`config.mk`:
```
export PLATFORM = sky130hd
export DESIGN_NAME = vpu_seq_control_flat
export DESIGN_NICKNAME = d
export VERILOG_FILES = /design/src/rtl/vpu_seq_control_if.sv /design/src/rtl/vpu_seq_control.sv /design/src/flat_wrapper.sv
export SDC_FILE = /design/constraint.sdc
export NUM_CORES = 1
export LEC_CHECK = 0
export CORE_ASPECT_RATIO = 0.75
export CORE_MARGIN = 2
export CORE_UTILIZATION = 59
export CTS_CLUSTER_DIAMETER = 100
export DETAILED_ROUTE_END_ITERATION = 7
export GPL_ROUTABILITY_DRIVEN = 0
export PLACE_DENSITY = 0.86
export SYNTH_ARGS = -nofsm -noshare
export SYNTH_HDL_FRONTEND = slang
export SYNTH_SLANG_ARGS = --single-unit
```
`constraint.sdc`:
```
create_clock -name clk -period 8.7 [get_ports clk]
set_input_delay 1.74 -clock clk [delete_from_list [all_inputs] [get_ports clk]]
set_output_delay 1.74 -clock clk [all_outputs]
set_load 0.02 [all_outputs]
```
`src/rtl/vpu_seq_control_if.sv`:
```
// Fetch/issue bus: instruction BRAM read port plus the valid/ready
// issue channel to the VPU datapath.
interface vpu_seq_control_if #(
   parameter int INSTR_WIDTH = 32,
   parameter int PC_W        = 8
);
   logic [PC_W-1:0]        rd_addr;
   logic [INSTR_WIDTH-1:0] rd_data;
   logic                   issue_valid;
   logic [INSTR_WIDTH-1:0] issue_instr;
   logic                   issue_ready;

   modport master (
      output rd_addr,
      input  rd_data,
      output issue_valid,
      output issue_instr,
      input  issue_ready
   );

   modport slave (
      input  rd_addr,
      output rd_data,
      input  issue_valid,
      input  issue_instr,
      output issue_ready
   );
endinterface

```
`src/rtl/vpu_seq_control.sv`:
```
// VPU sequencer: fetch/decode/issue FSM with nested hardware loops.
// Optional breakpoint support under `define VPU_SEQ_BREAKPOINT_EN.
module vpu_seq_control #(
   parameter int INSTR_WIDTH = 32,
   parameter int INSTR_DEPTH = 256,
   parameter int LOOP_DEPTH  = 4,
   parameter int CNT_WIDTH   = 16,
   localparam int PC_W       = $clog2(INSTR_DEPTH),
   localparam int LVL_W      = $clog2(LOOP_DEPTH + 1)
) (
   input  logic                   clk,
   input  logic                   fsm_rst,
   input  logic                   step,
   input  logic                   run,
   input  logic                   halt,
`ifdef VPU_SEQ_BREAKPOINT_EN
   input  logic                   bp_en,
   input  logic [PC_W-1:0]        bp_addr,
`endif
   vpu_seq_control_if.master      bus,
   output logic [PC_W-1:0]        pc_out,
   output logic [INSTR_WIDTH-1:0] curr_instr_out,
   output logic [2:0]             state_out,
   output logic [LVL_W-1:0]       loop_level,
   output logic                   err
);
   localparam int IDX_W = (LOOP_DEPTH > 1) ? $clog2(LOOP_DEPTH) : 1;

   typedef enum logic [2:0] {
      S_IDLE   = 3'd0,
      S_FETCH  = 3'd1,
      S_LATCH  = 3'd2,
      S_EXEC   = 3'd3,
      S_ISSUE  = 3'd4,
      S_HALTED = 3'd5,
      S_ERROR  = 3'd6
   } state_t;

   state_t                 r_state;
   state_t                 w_state_nxt;
   logic [PC_W-1:0]        r_pc;
   logic [PC_W-1:0]        w_pc_nxt;
   logic [PC_W-1:0]        w_pc_inc;
   logic [INSTR_WIDTH-1:0] r_instr;
   logic [INSTR_WIDTH-1:0] r_issue;
   logic                   r_step_d;
   logic                   r_step_mode;
   logic                   w_step_mode_nxt;
   logic                   r_err;
   logic [LVL_W-1:0]       r_sp;
   logic [PC_W-1:0]        r_stk_addr [LOOP_DEPTH];
   logic [CNT_WIDTH-1:0]   r_stk_cnt  [LOOP_DEPTH];
   logic [IDX_W-1:0]       w_top;
   logic [IDX_W-1:0]       w_push_idx;
   logic [3:0]             w_ctrl;
   logic [CNT_WIDTH-1:0]   w_n;
   logic [CNT_WIDTH-1:0]   w_cnt_init;
   logic                   w_step_rise;
   logic                   w_full;
   logic                   w_empty;
   logic                   w_top_live;
   logic                   w_op_halt;
   logic                   w_op_lstart;
   logic                   w_op_lend;
   logic                   w_op_jump;
   logic                   w_push;
   logic                   w_pop;
   logic                   w_dec;
   logic                   w_err_set;
   logic                   w_latch;
   logic                   w_load_issue;
   logic                   w_boundary;
`ifdef VPU_SEQ_BREAKPOINT_EN
   logic                   r_bp_skip;
   logic                   w_bp_hit;
`endif

   assign w_pc_inc    = (r_pc == PC_W'(INSTR_DEPTH - 1)) ?
                        '0 : r_pc + PC_W'(1);
   assign w_step_rise = step & ~r_step_d;
   assign w_ctrl      = r_instr[INSTR_WIDTH-1 -: 4];
   assign w_n         = r_instr[CNT_WIDTH-1:0];
   // A zero count still runs the body once.
   assign w_cnt_init  = (w_n == '0) ? '0 : w_n - CNT_WIDTH'(1);
   assign w_full      = (r_sp == LVL_W'(LOOP_DEPTH));
   assign w_empty     = (r_sp == '0);
   assign w_top       = IDX_W'(r_sp - LVL_W'(1));
   assign w_push_idx  = IDX_W'(r_sp);
   assign w_top_live  = (r_stk_cnt[w_top] != '0);

   assign w_op_halt   = (w_ctrl == 4'hF);
   assign w_op_lstart = (w_ctrl == 4'hE);
   assign w_op_lend   = (w_ctrl == 4'hD);
   assign w_op_jump   = (w_ctrl == 4'hC);

   always_ff @(posedge clk) begin
      if (fsm_rst) begin
         r_state <= S_IDLE;
      end else begin
         r_state <= w_state_nxt;
      end
   end

   always_comb begin
      w_state_nxt     = r_state;
      w_pc_nxt        = r_pc;
      w_step_mode_nxt = r_step_mode;
      w_push          = 1'b0;
      w_pop           = 1'b0;
      w_dec           = 1'b0;
      w_err_set       = 1'b0;
      w_latch         = 1'b0;
      w_load_issue    = 1'b0;
      w_boundary      = 1'b0;
`ifdef VPU_SEQ_BREAKPOINT_EN
      w_bp_hit        = 1'b0;
`endif
      unique case (r_state)
         S_IDLE: begin
            if (run) begin
               w_state_nxt     = S_FETCH;
               w_step_mode_nxt = 1'b0;
            end else if (w_step_rise) begin
               w_state_nxt     = S_FETCH;
               w_step_mode_nxt = 1'b1;
            end
         end
         S_FETCH: begin
            w_state_nxt = S_LATCH;
`ifdef VPU_SEQ_BREAKPOINT_EN
            if (!r_step_mode && bp_en &&
                (r_pc == bp_addr) && !r_bp_skip) begin
               w_bp_hit    = 1'b1;
               w_state_nxt = S_IDLE;
            end
`endif
         end
         S_LATCH: begin
            w_latch     = 1'b1;
            w_state_nxt = S_EXEC;
         end
         S_EXEC: begin
            unique case (1'b1)
               w_op_halt: begin
                  w_state_nxt = S_HALTED;
               end
               w_op_lstart: begin
                  if (w_full) begin
                     w_err_set   = 1'b1;
                     w_state_nxt = S_ERROR;
                  end else begin
                     w_push     = 1'b1;
                     w_pc_nxt   = w_pc_inc;
                     w_boundary = 1'b1;
                  end
               end
               w_op_lend: begin
                  if (w_empty) begin
                     w_err_set   = 1'b1;
                     w_state_nxt = S_ERROR;
                  end else if (w_top_live) begin
                     w_dec      = 1'b1;
                     w_pc_nxt   = r_stk_addr[w_top];
                     w_boundary = 1'b1;
                  end else begin
                     w_pop      = 1'b1;
                     w_pc_nxt   = w_pc_inc;
                     w_boundary = 1'b1;
                  end
               end
               w_op_jump: begin
                  w_pc_nxt   = r_instr[PC_W-1:0];
                  w_boundary = 1'b1;
               end
               default: begin
                  w_load_issue = 1'b1;
                  w_state_nxt  = S_ISSUE;
               end
            endcase
         end
         S_ISSUE: begin
            if (bus.issue_ready) begin
               w_pc_nxt   = w_pc_inc;
               w_boundary = 1'b1;
            end
         end
         default: begin
            w_state_nxt = r_state;
         end
      endcase
      if (w_boundary) begin
         if (halt || r_step_mode || !run) begin
            w_state_nxt     = S_IDLE;
            w_step_mode_nxt = 1'b0;
         end else begin
            w_state_nxt = S_FETCH;
         end
      end
   end

   always_ff @(posedge clk) begin
      if (fsm_rst) begin
         r_pc        <= '0;
         r_instr     <= '0;
         r_issue     <= '0;
         r_step_d    <= 1'b0;
         r_step_mode <= 1'b0;
         r_err       <= 1'b0;
         r_sp        <= '0;
         for (int i = 0; i < LOOP_DEPTH; i++) begin
            r_stk_addr[i] <= '0;
            r_stk_cnt[i]  <= '0;
         end
`ifdef VPU_SEQ_BREAKPOINT_EN
         r_bp_skip   <= 1'b0;
`endif
      end else begin
         r_pc        <= w_pc_nxt;
         r_step_d    <= step;
         r_step_mode <= w_step_mode_nxt;
         if (w_latch) begin
            r_instr <= bus.rd_data;
         end
         if (w_load_issue) begin
            r_issue <= r_instr;
         end
         if (w_err_set) begin
            r_err <= 1'b1;
         end
         if (w_push) begin
            r_stk_addr[w_push_idx] <= w_pc_inc;
            r_stk_cnt[w_push_idx]  <= w_cnt_init;
            r_sp                   <= r_sp + LVL_W'(1);
         end else if (w_pop) begin
            r_sp <= r_sp - LVL_W'(1);
         end else if (w_dec) begin
            r_stk_cnt[w_top] <= r_stk_cnt[w_top] - CNT_WIDTH'(1);
         end
`ifdef VPU_SEQ_BREAKPOINT_EN
         // Arm again only once execution has moved off the breakpoint.
         if (w_bp_hit) begin
            r_bp_skip <= 1'b1;
         end else if (r_pc != bp_addr) begin
            r_bp_skip <= 1'b0;
         end
`endif
      end
   end

   assign bus.rd_addr     = r_pc;
   assign bus.issue_valid = (r_state == S_ISSUE);
   assign bus.issue_instr = r_issue;
   assign pc_out          = r_pc;
   assign curr_instr_out  = r_instr;
   assign state_out       = r_state;
   assign loop_level      = r_sp;
   assign err             = r_err;
endmodule

```
`src/flat_wrapper.sv`:
```
// flat-port wrapper written by rule: the top's interface ports become plain ports
module vpu_seq_control_flat 
#(
   parameter int INSTR_WIDTH = 32,
   parameter int INSTR_DEPTH = 256,
   parameter int LOOP_DEPTH  = 4,
   parameter int CNT_WIDTH   = 16,
   localparam int PC_W       = $clog2(INSTR_DEPTH),
   localparam int LVL_W      = $clog2(LOOP_DEPTH + 1)
)
  (clk, fsm_rst, step, run, halt, pc_out, curr_instr_out, state_out, loop_level, err, bus_rd_addr, bus_rd_data, bus_issue_valid, bus_issue_instr, bus_issue_ready);
  vpu_seq_control_if #(.INSTR_WIDTH(INSTR_WIDTH), .PC_W((8))) bus_i ();
  input  logic clk;
  input  logic fsm_rst;
  input  logic step;
  input  logic run;
  input  logic halt;
  output logic [PC_W-1:0] pc_out;
  output logic [INSTR_WIDTH-1:0] curr_instr_out;
  output logic [2:0] state_out;
  output logic [LVL_W-1:0] loop_level;
  output logic err;
  output wire logic [$bits(bus_i.rd_addr)-1:0] bus_rd_addr;
  input wire logic [$bits(bus_i.rd_data)-1:0] bus_rd_data;
  output wire logic [$bits(bus_i.issue_valid)-1:0] bus_issue_valid;
  output wire logic [$bits(bus_i.issue_instr)-1:0] bus_issue_instr;
  input wire logic [$bits(bus_i.issue_ready)-1:0] bus_issue_ready;
  assign bus_rd_addr = bus_i.rd_addr;
  assign bus_i.rd_data = bus_rd_data;
  assign bus_issue_valid = bus_i.issue_valid;
  assign bus_issue_instr = bus_i.issue_instr;
  assign bus_i.issue_ready = bus_issue_ready;
  vpu_seq_control #(.INSTR_WIDTH(INSTR_WIDTH), .INSTR_DEPTH(INSTR_DEPTH), .LOOP_DEPTH(LOOP_DEPTH), .CNT_WIDTH(CNT_WIDTH)) u_core (.clk(clk), .fsm_rst(fsm_rst), .step(step), .run(run), .halt(halt), .bus(bus_i), .pc_out(pc_out), .curr_instr_out(curr_instr_out), .state_out(state_out), .loop_level(loop_level), .err(err));
endmodule
```
== Yosys cells after proc, flatten, opt, wreduce, memory -nomap -nowiden ==
Memories as Yosys holds them, arrays and structs flattened.
Index checks and enable logic that the tools add are counted.
Word-level totals
  bits in registers: 81
  RAM bits: 96
  output and inout port bits: 88
  logic and storage cells: 115
  memories: 2
Memory list
  u_core.r_stk_cnt: words 4, width 16, read ports 1, clocked after memory_dff 0, wr ports 4, line vpu_seq_control.sv:52  | logic [CNT_WIDTH-1:0] r_stk_cnt [LOOP_DEPTH];
  u_core.r_stk_addr: words 4, width 8, read ports 1, clocked after memory_dff 0, wr ports 4, line vpu_seq_control.sv:51  | logic [PC_W-1:0] r_stk_addr [LOOP_DEPTH];
Operators by class
  $add $sub $neg: 5
  equal/unequal tests: 18
  muxes and demuxes: 64
  bitwise logic cells: 2
  reductions and logical operators: 16
Operators by type and width (count)
  $mux 16: 3
  $mux 8: 6
  $mux 1: 38
  $reduce_or 16->1: 2
  $sub 16x1->16 const B: 2
  $pmux 3 s4: 2
  $pmux 8 s3: 1
  $mux 3: 7
  $eq 4x4->1 const B: 4
  $logic_not 16->1: 1
  $pmux 8 s2: 1
  $reduce_bool 16->1: 1
  $reduce_and 5->1: 2
  $ne 3x3->1 const B: 3
  $add 8x1->8 const B: 1
  $eq 8x8->1 const B: 1
  $ne 4x3->1 const B: 2
  $reduce_or 8->1: 1
  $eq 3x2->1 const B: 2
  $eq 3x3->1 const B: 2
  $logic_not 3->1: 2
  $mux 2: 3
  $reduce_bool 5->1: 1
  $ne 4x1->1 const B: 1
  other kinds (13): 16

== Depth between registers and ports, before layout ==
Gate-level depths: netlist of the first run.
An unclocked memory read counts as a cell.
  word-level depth: 14
  depth in mapped cells: 16

== Worst setup path before layout of the first run ==
OpenSTA, ideal clock, no wires.
  path type: register to register
  start point: register u_core.r_sp[0] (netlist: u_core.loop_level[0])
  end point: memory u_core.r_stk_cnt[0][0] (enable)
  library setup time: 0.411 ns
  data arrival time: 4.470 ns
  data required time: 8.289 ns
  path slack: 3.819 ns
  cell stages (with the launch flop): 16
  buffers on the path: 5
  clock period less this slack: 4.881 ns
  cells stage by stage: dfxtp_1 -> buf_6 -> buf_6 -> buf_4 -> clkinv_1 -> buf_1 -> ha_1 -> buf_1 -> mux4_2 -> inv_1 -> ha_1 -> nor3b_2 -> nand4_4 -> nor2_2 -> o21a_1 -> o21ai_0
RTL lines
  start, declared: line vpu_seq_control.sv:50  | logic [LVL_W-1:0] r_sp;
  start signal, assigned: line vpu_seq_control.sv:233  | r_sp <= r_sp + LVL_W'(1);
  start signal, assigned: line vpu_seq_control.sv:235  | r_sp <= r_sp - LVL_W'(1);
  end, declared: line vpu_seq_control.sv:52

==> metrics.md, run 1 <==
| Metric | Value |
|---|---|
| Final worst clock skew | `0.0133 ns` |
| Number of H-tree levels | `4` |
| Run status | `finished clean` |
| Gate Count Post-Synth | `900` |
| Boundary pin count | `approximately 130` |
| Layout overhead on the synthesized area | `21.2%` |
| RSZ-0062 raised after global routing | `false` |
| Post-synthesis sequential area ratio | `0.515` |
| Number of buffers created by CTS | `17` |
| Number of nets in the final layout | `1040` |
| Hold Path Class | `register to register` |
| Sort of element at the end of the critical path | `register` |
| Number of vias in the routed layout | `approximately 7.5k` |
| Vias in the first global route | `7187` |
| Wire length of the first global-routing pass | `~39000 µm` |
| Nature of the critical path startpoint | `register` |
| Cell Pwr Density | `~180 nW/µm²` |
| Clock Sinks | `about 180` |
| Maximum number of pins on one net before global-route repair | `roughly 80` |
| Effective utilization at floorplan | `0.604` |
| Post-synth top flop | `sky130_fd_sc_hd__edfxtp_1` |
| Antenna violations before repair | `0` |
| Die outline width | `145 µm` |
| Cell Chain, Critical Path | `buf_4 > clkinv_1 > ha_1 > buf_4 > mux4_2 > inv_1 > ha_1 > nor3b_2 > and3_1 > a21oi_1 > buf_4 > nand2_1 > nand3_1` |
| Avg WL per Cell | `roughly 21 µm` |
| Fraction of registers with async set or reset after synthesis | `0` |
| Peak fanout along the critical path | `36` |
| Final routed DRC violation total | `0` |
| Family with the most delay on the worst path | `buffers and inverters` |
| Clock tree from TritonCTS | `done` |
| Critical path buffer and inverter count | `5` |
| Total of hold buffers inserted after clock tree synthesis | `0` |
| Crit path required time | `around 8.6 ns` |
| Layout cell share with drive strength beyond 1 | `0.0972` |
| Area taken by multi-input logic gates | `3870 µm²` |
| Antenna Diode Count | `0` |
| Most numerous cell on the critical path | `sky130_fd_sc_hd__buf_4` |
| Area of the placeable core | `14500 µm²` |
| Number of flops mapped to enable cells by yosys | `96` |
| Clk pin slew, worst setup/hold paths | `0.07 ns` |
| Number of placement rows | `38` |
| Clock latency at the later pin of the worst-skew pair | `0.44 ns` |
| Antenna Nets Post-Route | `0` |
| Period minus WS final | `about 6 ns` |
| Synthesized cell area | `8750 µm²` |
| Synthesized area per cell | `9.73 µm²` |
| Mapped Nets | `~950` |
| Die Y | `109 µm` |
| Leakage power summed over all cells | `3.54 nW` |
| Max-slew violations | `0` |
| Library cell contributing the largest single delay on the critical path | `sky130_fd_sc_hd__ha_1` |
| Violation count after the first detailed-route iteration | `about 1.1k` |
| Clock Tree Buf Depth | `2` |
| Pre-Repair DR Iteration Count | `6` |
| Gr ovfl total | `0` |
| Worst EP arrival | `approximately 6 ns` |
| Resized cells post-CTS | `0` |
| Least-Margin Pin Slew | `1.21 ns` |
| Final-layout worst hold slack | `0.455 ns` |
| Area share of the leading cell type in the synthesized netlist | `0.329` |
| Crit. path cell count | `13` |
| Reg2reg path depth | `13` |
| Root buffer cell | `sky130_fd_sc_hd__clkbuf_16` |
| Number of instances on the worst hold path | `2` |
| Netlist cell types | `68` |
| Synth Register Bits | `177` |
| Setup TNS | `0 ns` |
| CP peak stage delay | `0.83 ns` |
| Max cap viols | `0` |
| Routed wire length | `24900 µm` |
| Final number of setup-violating endpoints | `0` |
| Finished Core Util | `0.732` |
| Die outline area | `15800 µm²` |
| Register cell area after layout | `approximately 4500 µm²` |
| Cell types with the largest area share after synthesis | `sky130_fd_sc_hd__edfxtp_1, sky130_fd_sc_hd__dfxtp_1, sky130_fd_sc_hd__nand2_1` |
| Number of warnings reported in the yosys synthesis log | `0` |
| Via-per-instance ratio | `6.23` |
| Largest area contributor in the netlist | `sky130_fd_sc_hd__edfxtp_1` |
| Half-perimeter wire length after placement | `16900 µm` |
| GRT Total Usage | `0.326` |
| Number of filler instances in the final layout | `1019` |
| Number of post-CTS setup repair buffers | `0` |
| Remaining max-slew budget at the tightest pin | `0.195` |
| Buffers added on ports | `about 130` |
| Final-report hold violation count | `0` |
| Largest voltage drop on the vdd net | `0.138 mV` |
| Period utilisation layout | `0.692` |
| Fmax | `approximately 170 MHz` |
| Worst setup path class | `register to register` |
worst min-delay path, cell delays in order (launching register included):
cell and delay [ns]:
sky130_fd_sc_hd__dfxtp_1 0.31, sky130_fd_sc_hd__nand2_1 0.05, sky130_fd_sc_hd__a21oi_1 0.05
power by group:
group	leakage (nW)	switching, mW	total, mW	internal, mW
Sequential	1.65	0.0352	0.946	0.911
Combinational	1.61	0.156	0.255	0.0988
Clock	0.281	0.351	0.735	0.385
cell usage in the layout (no fill, tap or decap), types with 5 or more instances in the layout:
cell type	synthesis	layout
sky130_fd_sc_hd__dfxtp_1	81	80
sky130_fd_sc_hd__nand3_1	13	13
sky130_fd_sc_hd__nand2b_1	11	11
sky130_fd_sc_hd__nor2_1	88	87
sky130_fd_sc_hd__o21ai_1	9	9
sky130_fd_sc_hd__buf_4	11	13
sky130_fd_sc_hd__o21a_1	10	10
sky130_fd_sc_hd__nor3_1	24	23
sky130_fd_sc_hd__clkdlybuf4s50_1	0	124
sky130_fd_sc_hd__nand4_1	5	5
sky130_fd_sc_hd__a21o_1	5	5
sky130_fd_sc_hd__and2_1	5	5
sky130_fd_sc_hd__xnor2_1	13	13
sky130_fd_sc_hd__mux4_2	24	24
sky130_fd_sc_hd__inv_1	19	19
sky130_fd_sc_hd__a21oi_1	125	125
sky130_fd_sc_hd__edfxtp_1	96	96
sky130_fd_sc_hd__ha_1	7	7
sky130_fd_sc_hd__or3_1	5	5
sky130_fd_sc_hd__clkbuf_16	0	17
sky130_fd_sc_hd__nor2b_1	5	5
sky130_fd_sc_hd__xor2_1	11	11
sky130_fd_sc_hd__nand2_1	181	181
sky130_fd_sc_hd__a31oi_1	5	5
sky130_fd_sc_hd__a311oi_1	7	7
sky130_fd_sc_hd__o21ai_0	20	19
sky130_fd_sc_hd__a211oi_1	6	6
area by class of cell:
class / instances / share of cell area
Multi-Input combinational cell: 641 / 0.365
Sequential cell: 177 / 0.425
Tap cell: 200 / 0.0236
Timing Repair Buffer: 138 / 0.127
Inverter: 20 / 0.00708
Clock buffer: 19 / 0.0417
Clock inverter: 13 / 0.0111
kinds of logic after synthesis:
kind of cell / synth area share
AO/OA/AOI/OAI: 0.145
XOR/XNOR: 0.0240
adder cells (fa/ha/maj): 0.0100
buffers and inverters: 0.0442
flip-flops: 0.515
multiplexers: 0.0629
AND/OR/NAND/NOR: 0.200
per-layer routing:
layer | track usage | wire length [µm] | share of wire
met1 | 0.457 | 10200 | 0.41
met2 | 0.480 | 10700 | 0.43
met3 | 0.124 | 3590 | 0.14
met4 | 0.0895 | 469 | 0.019
met5 | 0 | 0 | 0
flip-flops by register name, summed over array words and instances (netlist names):
register,count
u_core.curr_instr_out,32
u_core.loop_level,3
u_core.r_step_mode,1
u_core.err,1
u_core.r_stk_addr,32
u_core.bus.rd_addr,8
u_core.r_stk_cnt,64
u_core.r_step_d,1
u_core.bus.issue_instr,32
u_core.state_out,3
cell usage after synthesis (4+ instances only):
| master | n |
|---|---|
| sky130_fd_sc_hd__a211oi_1 | 6 |
| sky130_fd_sc_hd__a21o_1 | 5 |
| sky130_fd_sc_hd__a21oi_1 | 125 |
| sky130_fd_sc_hd__a311oi_1 | 7 |
| sky130_fd_sc_hd__a31oi_1 | 5 |
| sky130_fd_sc_hd__and2_1 | 5 |
| sky130_fd_sc_hd__buf_2 | 6 |
| sky130_fd_sc_hd__buf_4 | 11 |
| sky130_fd_sc_hd__buf_6 | 4 |
| sky130_fd_sc_hd__clkbuf_1 | 38 |
| sky130_fd_sc_hd__dfxtp_1 | 81 |
| sky130_fd_sc_hd__edfxtp_1 | 96 |
| sky130_fd_sc_hd__ha_1 | 7 |
| sky130_fd_sc_hd__inv_1 | 19 |
| sky130_fd_sc_hd__mux4_2 | 24 |
| sky130_fd_sc_hd__nand2_1 | 181 |
| sky130_fd_sc_hd__nand2b_1 | 11 |
| sky130_fd_sc_hd__nand3_1 | 13 |
| sky130_fd_sc_hd__nand4_1 | 5 |
| sky130_fd_sc_hd__nor2_1 | 88 |
| sky130_fd_sc_hd__nor2b_1 | 5 |
| sky130_fd_sc_hd__nor3_1 | 24 |
| sky130_fd_sc_hd__nor3b_1 | 4 |
| sky130_fd_sc_hd__nor4_2 | 4 |
| sky130_fd_sc_hd__o21a_1 | 10 |
| sky130_fd_sc_hd__o21ai_0 | 20 |
| sky130_fd_sc_hd__o21ai_1 | 9 |
| sky130_fd_sc_hd__or3_1 | 5 |
| sky130_fd_sc_hd__xnor2_1 | 13 |
| sky130_fd_sc_hd__xor2_1 | 11 |
final timing paths:
kind	start	to	slack (ns)
worst min-delay path	u_core.bus.issue_instr[27]	u_core.bus.issue_instr[27]	0.45
worst max-delay path	u_core.loop_level[0]	u_core.r_stk_cnt[1][0]	2.68
worst max register to register	u_core.loop_level[0]	u_core.r_stk_cnt[1][0]	2.68
worst min register to register	u_core.bus.issue_instr[27]	u_core.bus.issue_instr[27]	0.45
through the flow:
step / cells / power [mW] / worst slack, ns / area [µm²]
2_1_floorplan: 900 / 1.11 / 3.82 / 8750
3_3_place_gp: 1176 / 1.21 / 3.00 / 10000
3_5_place_dp: 1176 / 1.21 / 2.77 / 10000
4_1_cts: 1208 / 1.94 / 2.74 / 10600
5_1_grt: 1208 / 2.00 / 2.29 / 10600
6_report: 1208 / 1.94 / 2.68 / 10600
No activity file was read; power rests on OpenSTA's default activity.
==> run 2: changes to the inputs <==
--- a/config.mk
+++ b/config.mk
@@ -7,11 +7,11 @@
 export LEC_CHECK = 0
 export CORE_ASPECT_RATIO = 0.75
 export CORE_MARGIN = 2
-export CORE_UTILIZATION = 59
+export CORE_UTILIZATION = 55
 export CTS_CLUSTER_DIAMETER = 100
 export DETAILED_ROUTE_END_ITERATION = 7
 export GPL_ROUTABILITY_DRIVEN = 0
-export PLACE_DENSITY = 0.86
+export PLACE_DENSITY = 0.81
 export SYNTH_ARGS = -nofsm -noshare
 export SYNTH_HDL_FRONTEND = slang
 export SYNTH_SLANG_ARGS = --single-unit
==> constraint.sdc (replaced) <==
create_clock -name clk -period 5.98 [get_ports clk]
set_input_delay 1.196 -clock clk [delete_from_list [all_inputs] [get_ports clk]]
set_output_delay 1.196 -clock clk [all_outputs]
set_load 0.02 [all_outputs]
==> run 2 against run 1 <==
Sequential cell count unchanged. First-iteration DRC count down 18%. Die area up 7.0%. Sequential power up 45%. Fmax up 28%. Global-route usage down 2.8 points. Final cell count up 0.50%. Register-to-register slack worse by 1.4 ns. Worst setup slack worse by 1.4 ns. Largest cell class unchanged. Count of clock-buffer cells in the layout unchanged. Non-clock buffer count up 1.
==> metrics.md, run 2 (synthesized netlist as in run 1, its figures left out) <==
| Metric | Value |
|---|---|
| Pre-Repair DR Iteration Count | `5 (-1)` |
| Number of buffers created by CTS | `17 (unchanged)` |
| Flip-flop count of the largest register, all copies and words added | `64 (unchanged)` |
| Final number of setup-violating endpoints | `0 (unchanged)` |
| Reg2reg path depth | `10 (-3)` |
| Boundary pin count | `126 (unchanged)` |
| Violation count after the first detailed-route iteration | `884 (-18%)` |
| Maximum number of pins on one net before global-route repair | `77 (-1.3%)` |
| Period utilisation layout | `0.786 (+0.0943)` |
| RSZ-0062 raised after global routing | `false` |
| First element of the critical path | `u_core.loop_level[1]` |
| Final routed DRC violation total | `0 (unchanged)` |
| Clock Tree Buf Depth | `2 (unchanged)` |
| GRT Total Usage | `0.298 (-0.0280)` |
| Leakage power summed over all cells | `3.54 nW (about the same)` |
| Period minus WS final | `4.70 ns (-1.32 ns)` |
| Total of hold buffers inserted after clock tree synthesis | `0 (unchanged)` |
| Nature of the critical path startpoint | `register` |
| Die outline area | `17000 µm² (+7.0%)` |
| Finished Core Util | `0.687 (-0.0443)` |
| Root buffer cell | `sky130_fd_sc_hd__clkbuf_16` |
| Cell Pwr Density | `262 nW/µm² (+44%)` |
| Effective utilization at floorplan | `0.568 (-0.0360)` |
| CP peak stage delay | `0.81 ns (-0.02 ns)` |
| Hold Path Class | `register to register` |
| Final worst clock skew | `0.00868 ns (-0.00458 ns)` |
| Most common library cell in the layout ignoring fill and taps | `sky130_fd_sc_hd__nand2_1` |
| Cell Chain, Critical Path | `inv_1 > ha_1 > mux4_2 > inv_1 > ha_1 > nor3b_2 > and3_1 > a21oi_1 > nand2_1 > nand3_1` |
| Sort of element at the end of the critical path | `register` |
| Crit path required time | `5.90 ns (-2.71 ns)` |
| Max cap viols | `0 (unchanged)` |
| Library cell contributing the largest single delay on the critical path | `sky130_fd_sc_hd__ha_1` |
| Fmax | `213 MHz (+28%)` |
| Half-perimeter wire length after placement | `16400 µm (-2.6%)` |
| Register-to-register setup slack | `1.28 ns (-1.40 ns)` |
| Final-report hold violation count | `0 (unchanged)` |
| Max-slew violations | `0 (unchanged)` |
| Number of vias in the routed layout | `7309 (-2.8%)` |
| Worst min-delay path startpoint | `u_core.bus.issue_instr[29]` |
| Remaining max-slew budget at the tightest pin | `0.228 (+0.0331)` |
| Number of nets in the final layout | `1041 (+0.096%)` |
| Gr ovfl total | `0 (unchanged)` |
| Run status | `finished clean` |
| Largest voltage drop on the vdd net | `0.177 mV (+28%)` |
| Most frequent cells in the layout | `sky130_fd_sc_hd__nand2_1, sky130_fd_sc_hd__a21oi_1, sky130_fd_sc_hd__clkdlybuf4s50_1` |
| Worst reg2reg startpoint | `u_core.loop_level[1]` |
| Worst R2R End | `u_core.r_stk_cnt[1][13]` |
| Peak fanout along the critical path | `17 (-53%)` |
| Placement-stage worst setup slack | `1.35 ns (-1.42 ns)` |
| Antenna Diode Count | `0 (unchanged)` |
| Worst EP arrival | `4.63 ns (-1.30 ns)` |
| Final WS setup | `1.28 ns (-1.40 ns)` |
| End point of the most critical hold path | `u_core.bus.issue_instr[29]` |
| Area of the placeable core | `15400 µm² (+6.3%)` |
| Clock tree from TritonCTS | `done` |
| Least-Margin Pin Slew | `1.16 ns (-0.0496 ns)` |
| Routed wire length | `24100 µm (-3.1%)` |
| Crit. path cell count | `10 (-3)` |
| Vias in the first global route | `6934 (-3.5%)` |
| Avg WL per Cell | `19.9 µm (-3.6%)` |
| Setup TNS | `0 ns (unchanged)` |
| Die Y | `113 µm (+3.4%)` |
| Clk pin slew, worst setup/hold paths | `0.07 ns (about the same)` |
| Clock latency at the later pin of the worst-skew pair | `0.44 ns (about the same)` |
| Reg with most FFs | `u_core.r_stk_cnt` |
| Antenna Nets Post-Route | `0 (unchanged)` |
| Cell area after placement | `10100 µm² (about the same)` |
| Layout overhead on the synthesized area | `21.1%` |
| Number of H-tree levels | `4 (unchanged)` |
| Critical path buffer and inverter count | `2 (-3)` |
| Resized cells post-CTS | `0 (unchanged)` |
| Number of post-CTS setup repair buffers | `0 (unchanged)` |
| Post-route cell area | `10600 µm² (-0.11%)` |
| Die outline width | `150 µm (+3.5%)` |
| Buffers added on ports | `125 (unchanged)` |
| Via-per-instance ratio | `6.02 (-3.3%)` |
| Number of placement rows | `39 (+2.6%)` |
| Clock Sinks | `177 (unchanged)` |
| Wire length of the first global-routing pass | `38700 µm (-0.39%)` |
| Number of instances on the worst hold path | `2 (unchanged)` |
| Layout cell share with drive strength beyond 1 | `0.0971 (about the same)` |
| Antenna violations before repair | `0 (unchanged)` |
| Worst setup path class | `register to register` |
| Final Power | `2.78 mW (+44%)` |
| Family with the most delay on the worst path | `simple AND/OR/NAND/NOR gates` |
-- run 2: cell count changes in the layout (fill, tap and decap cells not counted), sizes merged --
cell / before / now
buf: 14 / 15
-- run 2: where the power goes --
part           switching (mW)  internal (mW)
sequential             0.0487           1.33
combinational           0.218          0.145
clock                   0.493          0.548
-- run 2: per-layer routing --
| metal | part of all wire | track usage | vias to the layer above | routed length [µm] |
|---|---|---|---|---|
| met1 | 0.42 | 0.427 | 3443 | 10100 |
| met4 | 0.024 | 0.105 | 0 | 579 |
| met3 | 0.12 | 0.0988 | 48 | 2880 |
| met5 | 0 | 0 | - | 0 |
| li1 | - | - | 3388 | - |
| met2 | 0.44 | 0.427 | 430 | 10600 |
-- run 2: worst max-delay path by stage --
stage	to
6_report	u_core.r_stk_cnt[1][13]
5_1_grt	u_core.r_stk_cnt[1][6]
4_1_cts	u_core.r_stk_cnt[1][1]
3_5_place_dp	u_core.r_stk_cnt[1][3]
3_3_place_gp	u_core.r_stk_cnt[1][3]
2_1_floorplan	u_core.r_stk_cnt[0][0]
-- run 2: tightest hold or removal path, stage by stage, from the launching register on --
cell and delay (ns):
sky130_fd_sc_hd__dfxtp_1 0.31, sky130_fd_sc_hd__nand2_1 0.05, sky130_fd_sc_hd__a21oi_1 0.05
-- run 2: stage by stage --
stage / cells / hold WS, ns
global route: 1214 / 0.474
floorplan: 900 / 0.495
global placement: 1182 / 0.441
detailed placement: 1182 / 0.447
finish: 1214 / 0.454
CTS: 1214 / 0.457
-- run 2: area by class of cell --
class	count	area [µm²]
repair buffers	139	1350
clock inverters	13	96.3
inverters	20	75.1
multi-input cells	641	3870
fillers	1179	4820
clock buffers	19	443
flip-flops and latches	177	4510
well taps	205	256
